===== src/rtl/uart_cmd_xcvr.sv =====
// rtl/uart_cmd_xcvr.sv - full-duplex command-link UART with multi-word TX and checked RX
//
// Purpose:
//   TX side accepts a CMD_WORDS*DATA_BITS command on a valid/ready handshake and
//   sends it as back-to-back frames, most significant word first, each word LSB
//   first. RX side deserialises frames from the rx pin with mid-bit sampling and
//   reports every completed frame with a one-cycle rd_vld pulse plus an error
//   flag covering parity mismatch and a low first stop bit.
//
// Configuration macro:
//   UART_LOOPBACK_EN - when defined the RX synchroniser is fed from the internal
//                      tx line and the rx pin is ignored; tx is still driven.
//
// Ports:
//   clk      in   1          system clock
//   rst_n    in   1          asynchronous active-low reset
//   cmd_in   in   CMD_W      command; [CMD_W-1 -: DATA_BITS] is sent first
//   cmd_vld  in   1          command valid
//   cmd_rdy  out  1          transmitter idle and able to accept a command
//   tx       out  1          serial output, idle high
//   rx       in   1          serial input, asynchronous to clk
//   rd_vld   out  1          one-cycle pulse when rd_data/rd_err update
//   rd_data  out  DATA_BITS  last received word
//   rd_err   out  1          last received word had a parity or stop error

module uart_cmd_xcvr #(
    parameter int CLK_HZ    = 50000000,
    parameter int BAUD      = 115200,
    parameter int DATA_BITS = 8,
    parameter int CMD_WORDS = 2,
    parameter int PARITY    = 1,
    parameter int STOP_BITS = 1
) (
    input  logic                             clk,
    input  logic                             rst_n,
    input  logic [CMD_WORDS*DATA_BITS-1:0]   cmd_in,
    input  logic                             cmd_vld,
    output logic                             cmd_rdy,
    output logic                             tx,
    input  logic                             rx,
    output logic                             rd_vld,
    output logic [DATA_BITS-1:0]             rd_data,
    output logic                             rd_err
);

    localparam int CMD_W = CMD_WORDS * DATA_BITS;
    localparam int DIV   = CLK_HZ / BAUD;
    localparam int HALF  = DIV / 2;
    localparam int CNT_W = (DIV > 1) ? $clog2(DIV) : 1;
    localparam int IDX_W = $clog2(DATA_BITS);
    localparam int WC_W  = $clog2(CMD_WORDS + 1);

    localparam logic [CNT_W-1:0] CNT_LAST = CNT_W'(DIV - 1);
    localparam logic [CNT_W-1:0] CNT_MID  = CNT_W'(HALF - 1);
    localparam logic [IDX_W-1:0] IDX_LAST = IDX_W'(DATA_BITS - 1);
    localparam logic [WC_W-1:0]  WC_LAST  = WC_W'(CMD_WORDS - 1);
    // Odd parity: the parity bit is the inverse of the XOR of the data bits.
    localparam logic             PAR_ODD  = (PARITY == 1);

    typedef enum logic [2:0] {
        S_IDLE,
        S_START,
        S_DATA,
        S_PAR,
        S_STOP
    } state_t;

    // ------------------------------------------------------------------
    // Transmitter
    // ------------------------------------------------------------------
    state_t               tx_state;
    logic [CNT_W-1:0]     tx_cnt;
    logic [IDX_W-1:0]     tx_idx;
    logic [WC_W-1:0]      tx_wcnt;
    logic                 tx_stop_cnt;
    logic [CMD_W-1:0]     cmd_sh;
    logic [DATA_BITS-1:0] tx_data;
    logic                 tx_par;
    logic                 tx_r;
    logic                 cmd_rdy_r;
    logic                 tx_tick;
    logic [DATA_BITS-1:0] cmd_top;

    assign tx_tick = (tx_cnt == CNT_LAST);
    // Next word to send always sits in the top of the command shift register.
    assign cmd_top = cmd_sh[CMD_W-1 -: DATA_BITS];

    always_ff @(posedge clk or negedge rst_n) begin
        if (!rst_n) begin
            tx_state    <= S_IDLE;
            tx_cnt      <= '0;
            tx_idx      <= '0;
            tx_wcnt     <= '0;
            tx_stop_cnt <= 1'b0;
            cmd_sh      <= '0;
            tx_data     <= '0;
            tx_par      <= 1'b0;
            tx_r        <= 1'b1;
            cmd_rdy_r   <= 1'b1;
        end else begin
            // Bit-time counter free-runs in every active state and wraps at DIV-1,
            // so each state only has to react to tx_tick.
            if (tx_state != S_IDLE) begin
                tx_cnt <= tx_tick ? '0 : tx_cnt + 1'b1;
            end

            case (tx_state)
                S_IDLE: begin
                    if (cmd_vld && cmd_rdy_r) begin
                        cmd_sh    <= cmd_in;
                        tx_wcnt   <= '0;
                        tx_cnt    <= '0;
                        tx_r      <= 1'b0;
                        cmd_rdy_r <= 1'b0;
                        tx_state  <= S_START;
                    end
                end

                S_START: begin
                    if (tx_tick) begin
                        // Pull the next word out of the command and pre-compute
                        // its parity while the first data bit goes out.
                        tx_data  <= cmd_top;
                        tx_par   <= (^cmd_top) ^ PAR_ODD;
                        cmd_sh   <= cmd_sh << DATA_BITS;
                        tx_r     <= cmd_top[0];
                        tx_idx   <= '0;
                        tx_state <= S_DATA;
                    end
                end

                S_DATA: begin
                    if (tx_tick) begin
                        if (tx_idx == IDX_LAST) begin
                            if (PARITY != 0) begin
                                tx_r     <= tx_par;
                                tx_state <= S_PAR;
                            end else begin
                                tx_r        <= 1'b1;
                                tx_stop_cnt <= 1'b0;
                                tx_state    <= S_STOP;
                            end
                        end else begin
                            tx_idx  <= tx_idx + 1'b1;
                            tx_data <= tx_data >> 1;
                            tx_r    <= tx_data[1];
                        end
                    end
                end

                S_PAR: begin
                    if (tx_tick) begin
                        tx_r        <= 1'b1;
                        tx_stop_cnt <= 1'b0;
                        tx_state    <= S_STOP;
                    end
                end

                S_STOP: begin
                    if (tx_tick) begin
                        if ((STOP_BITS == 2) && !tx_stop_cnt) begin
                            tx_stop_cnt <= 1'b1;
                        end else if (tx_wcnt == WC_LAST) begin
                            cmd_rdy_r <= 1'b1;
                            tx_state  <= S_IDLE;
                        end else begin
                            // Next word starts straight away: no idle gap.
                            tx_wcnt  <= tx_wcnt + 1'b1;
                            tx_r     <= 1'b0;
                            tx_state <= S_START;
                        end
                    end
                end

                default: begin
                    tx_r      <= 1'b1;
                    cmd_rdy_r <= 1'b1;
                    tx_state  <= S_IDLE;
                end
            endcase
        end
    end

    assign tx      = tx_r;
    assign cmd_rdy = cmd_rdy_r;

    // ------------------------------------------------------------------
    // Receiver
    // ------------------------------------------------------------------
    logic rx_src;

`ifdef UART_LOOPBACK_EN
    logic unused_rx;
    assign unused_rx = rx;
    assign rx_src    = tx_r;
`else
    assign rx_src = rx;
`endif

    logic rx_meta;
    logic rx_sync;
    logic rx_prev;

    // Two-flop synchroniser plus one delayed copy for falling-edge detection.
    // All reset high so a reset never looks like a start bit.
    always_ff @(posedge clk or negedge rst_n) begin
        if (!rst_n) begin
            rx_meta <= 1'b1;
            rx_sync <= 1'b1;
            rx_prev <= 1'b1;
        end else begin
            rx_meta <= rx_src;
            rx_sync <= rx_meta;
            rx_prev <= rx_sync;
        end
    end

    state_t               rx_state;
    logic [CNT_W-1:0]     rx_cnt;
    logic [IDX_W-1:0]     rx_idx;
    logic [DATA_BITS-1:0] rx_sh;
    logic                 rx_par_err;
    logic                 rx_tick;
    logic                 rd_vld_r;
    logic [DATA_BITS-1:0] rd_data_r;
    logic                 rd_err_r;

    // The start bit is sampled after half a bit time to land mid-bit; every
    // later sample is one full bit time after the previous one.
    assign rx_tick = (rx_state == S_START) ? (rx_cnt == CNT_MID) : (rx_cnt == CNT_LAST);

    always_ff @(posedge clk or negedge rst_n) begin
        if (!rst_n) begin
            rx_state   <= S_IDLE;
            rx_cnt     <= '0;
            rx_idx     <= '0;
            rx_sh      <= '0;
            rx_par_err <= 1'b0;
            rd_vld_r   <= 1'b0;
            rd_data_r  <= '0;
            rd_err_r   <= 1'b0;
        end else begin
            rd_vld_r <= 1'b0;

            if (rx_state != S_IDLE) begin
                rx_cnt <= rx_tick ? '0 : rx_cnt + 1'b1;
            end

            case (rx_state)
                S_IDLE: begin
                    if (rx_prev && !rx_sync) begin
                        rx_cnt   <= '0;
                        rx_state <= S_START;
                    end
                end

                S_START: begin
                    if (rx_tick) begin
                        // Line back high at mid start bit: glitch, not a frame.
                        if (rx_sync) begin
                            rx_state <= S_IDLE;
                        end else begin
                            rx_idx     <= '0;
                            rx_par_err <= 1'b0;
                            rx_state   <= S_DATA;
                        end
                    end
                end

                S_DATA: begin
                    if (rx_tick) begin
                        rx_sh <= {rx_sync, rx_sh[DATA_BITS-1:1]};
                        if (rx_idx == IDX_LAST) begin
                            rx_state <= (PARITY != 0) ? S_PAR : S_STOP;
                        end else begin
                            rx_idx <= rx_idx + 1'b1;
                        end
                    end
                end

                S_PAR: begin
                    if (rx_tick) begin
                        rx_par_err <= (^rx_sh) ^ rx_sync ^ PAR_ODD;
                        rx_state   <= S_STOP;
                    end
                end

                S_STOP: begin
                    // Only the first stop bit is checked; leaving at its middle
                    // keeps us ready for a back-to-back start bit.
                    if (rx_tick) begin
                        rd_vld_r  <= 1'b1;
                        rd_data_r <= rx_sh;
                        rd_err_r  <= rx_par_err | ~rx_sync;
                        rx_state  <= S_IDLE;
                    end
                end

                default: begin
                    rx_state <= S_IDLE;
                end
            endcase
        end
    end

    assign rd_vld  = rd_vld_r;
    assign rd_data = rd_data_r;
    assign rd_err  = rd_err_r;

endmodule


===== config.mk =====
export PLATFORM = sky130hd
export DESIGN_NAME = uart_cmd_xcvr
export DESIGN_NICKNAME = d
export VERILOG_FILES = /design/src/rtl/uart_cmd_xcvr.sv
export SDC_FILE = /design/constraint.sdc
export NUM_CORES = 1
export LEC_CHECK = 0
export ABC_AREA = 1
export BUFFER_PORTS_ARGS = -buffer_cell sky130_fd_sc_hd__buf_2
export CORE_MARGIN = 2
export CORE_UTILIZATION = 35
export DETAILED_ROUTE_END_ITERATION = 10
export PLACE_DENSITY = 0.62
export SLEW_MARGIN = 5
export SYNTH_ARGS = -nofsm -noshare
export SYNTH_HDL_FRONTEND = slang
export SYNTH_SLANG_ARGS = --single-unit

===== constraint.sdc =====
create_clock -name clk -period 1.5 [get_ports clk]
set_input_delay 0.3 -clock clk [delete_from_list [all_inputs] [get_ports clk]]
set_output_delay 0.3 -clock clk [all_outputs]
set_load 0.02 [all_outputs]

==> qor.yml <==
timing.hold.ws_ns: 0.0575
cts_tree: "built"
clk_latency_ns: 0.34
cp_cell_sequence: "inv_2 -> ha_4 -> nand4_1 -> inv_2 -> nand2_4 -> buf_6 -> o21ai_1 -> nand3b_1 -> nand2_1 -> o21ai_1"
n_antenna_cell: 0
synth_area_per_cell_sq_um: 8.14
grt_max_degree: 29
hold_viol_final: 0
ir_drop_mv: 0.528
drive_gt1_share_pct: 37.6
p_leak_nw: 2.87
drt_iter0_drc: 145
core_sq_mm: 0.0116
setup_violations: 12
nets: 643
gp_congestion: 0.806
min_period_ns: 1.53
synth_nets: 542
status: "finished with violations"
synth-edff-count: 0
relSlewSlack_pct: 72.4
cp.arrival_ns: 1.75
drc_errors: 0
violations: "setup timing"
hpwl_microns: 6080
drv_cap: 0
cts_root_buffer: "clkbuf_16"
max_stage_delay_ns: 0.39
fin_ws_ns: -0.0251
die_y_microns: 113
ys_seq_elements: 80
syn_inst: 514
cts.sinks: 80
io_pins: 32
rsz0062_at_grt: "true"
synth_area_sq_mm: 0.00419
slowest_stage: "dfrtp_1"
htreeDepth: 3
crit_fanout: 5
hold_path_class: "input port to register"
grt_pass1_vias: 3603
area_delta_synth_final_pct: 37.8
tightest_slew_ns: 0.409
via_count: 3691
first_pass_iters: 4
wire_per_inst_microns: 13.2
end_kind: "register"
grt_use_total_pct: 15.1
clockBufferDepth: 2
grt_overflow_total: 0
final_cell_mix: "nand2_1, dfrtp_1, buf_4, inv_1, buf_2"
final_common_cell: "nand2_1"
finalWirelength_microns: 10100
async_flop_share_pct: 100
powerDensity_mw_per_mm2: 1020
critical_path_class: "register to register"
core.rowCount: 39
fmax_mhz: 656
die_area_sq_mm: 0.0128
stdcell_count: 763
drv_slew: 0
skew_ns: 0.00564
finalCritPeriodShare_pct: 102
required_ns: 1.73
via_per_inst: 4.84
antenna_violating_nets_post_route: 0
cts_buffers: 9
netlist-cell-type-count: 34
grt_pass1_wl_microns: 15800
path_clk_slew_ns: 0.06
synth_warnings: 0
dp_cells: 720
start_util_pct: 36.2
critPathLaunchType: "register"
yosysSeqAreaShare_pct: 48.0
die_w_microns: 113
yosys_most_used_dff: "dfrtp_1"
port_buffers: 31
antenna_found_initial: 0
## report_power, final
| group | internal (mW) | leakage [nW] | total [mW] | switching (mW) |
|---|---|---|---|---|
| Combinational | 0.421 | 1.63 | 1.07 | 0.644 |
| Clock | 1.60 | 0.163 | 2.46 | 0.868 |
| Sequential | 2.25 | 1.07 | 2.33 | 0.0829 |
| Total | 4.26 | 2.87 | 5.86 | 1.59 |
## cells in the mapped netlist (4+ instances only)
master | number | area [sq um]
buf_6 | 5 | 56.3
dfrtp_1 | 75 | 1880
dfstp_2 | 5 | 131
ha_1 | 8 | 100
inv_1 | 56 | 210
mux2i_1 | 4 | 40.0
nand2_1 | 197 | 739
nand2_2 | 4 | 25.0
nand3_1 | 24 | 120
nand4_1 | 4 | 25.0
nor2_1 | 18 | 67.6
nor3_1 | 6 | 30.0
o21ai_0 | 34 | 170
o21ai_2 | 18 | 158
o22ai_1 | 10 | 62.6
xnor2_1 | 7 | 61.3
xor2_1 | 11 | 96.3
## logic make-up (layout without fill, tap and decap cells)
kind of cell | count (synthesis) | count (layout) | share of synthesized area, %
AO/OA/AOI/OAI | 70 | 70 | 10.5
XOR/XNOR | 18 | 18 | 3.77
adder cells (fa/ha/maj) | 8 | 8 | 2.39
buffers and inverters | 67 | 167 | 7.06
flip-flops | 80 | 80 | 48.0
multiplexers | 4 | 4 | 0.957
AND/OR/NAND/NOR | 267 | 273 | 27.4
## final cells by class
| class | instances | area (sq um) |
|---|---|---|
| Clock buffer | 14 | 274 |
| Clock inverter | 2 | 60.1 |
| Fill cell | 1032 | 5800 |
| Inverter | 60 | 251 |
| Multi-Input combinational cell | 373 | 2290 |
| Sequential cell | 80 | 2010 |
| Tap cell | 143 | 179 |
| Timing Repair Buffer | 91 | 703 |
## flip-flops by register name (all words and copies together), names as in the netlist, 7 cells and up
| name | flops |
|---|---|
| cmd_sh | 16 |
| rx_sh | 8 |
| tx_cnt | 9 |
| tx_data | 7 |
| rx_cnt | 9 |
| rd_data | 8 |
## metal layers
metal  vias to the layer above  share of wire (%)  global-route usage [%]
li1                       1845                  -                       -
met1                      1761                 44                    19.2
met2                        63                 50                    25.2
met3                        22                2.8                    3.00
met4                         0                2.4                    6.34
met5                         -                  0                       0
## path summary, 6_finish.rpt
kind	startpoint	end	cells past startpoint	slack [ns]
setup / recovery	tx_cnt[1]	tx_state[0]	10	-0.03
hold reg to reg	rx_meta	rx_sync	0	0.36
setup reg to reg	tx_cnt[1]	tx_state[0]	10	-0.03
max in group asynchronous	rst_n	rx_prev	3	0.55
hold / removal	rx	rx_meta	1	0.06
min in group asynchronous	rst_n	tx_state[0]	2	0.42
## what timing repair did
item                                   4_1_cts  5_1_grt
pin swaps                                    5       34
cloned                                       2        5
hold buffers                                 1        0
setup buffers                                7       12
endpoints found under the hold margin       19        0
gates resized for setup                     23      120
setup endpoints to repair                   44       74
## critical path: cells and delay by family, from the launching register on
family,cells,cell delay [ns]
fa+ha+maj,1,0.11
buf+inv,3,0.29
flops,1,0.39
compound gates,2,0.15
simple gates,4,0.46
## through the flow
step / cell area (sq um) / TNS [ns] / total power, mW / util [%] / setup WS (ns)
after floorplan: 4190 / 0 / 2.86 / - / 0.0174
after global routing: 5770 / -4.14 / 6.09 / 49.9 / -0.149
after CTS: 5280 / -0.0119 / 5.73 / 45.6 / -0.0107
final: 5770 / -0.183 / 5.86 / 49.9 / -0.0251
after global placement: 4780 / -0.472 / 3.20 / 41.4 / -0.0338
after detailed placement: 4780 / -1.16 / 3.23 / 41.4 / -0.0862
Note: power is estimated with default switching activity, not from simulation.
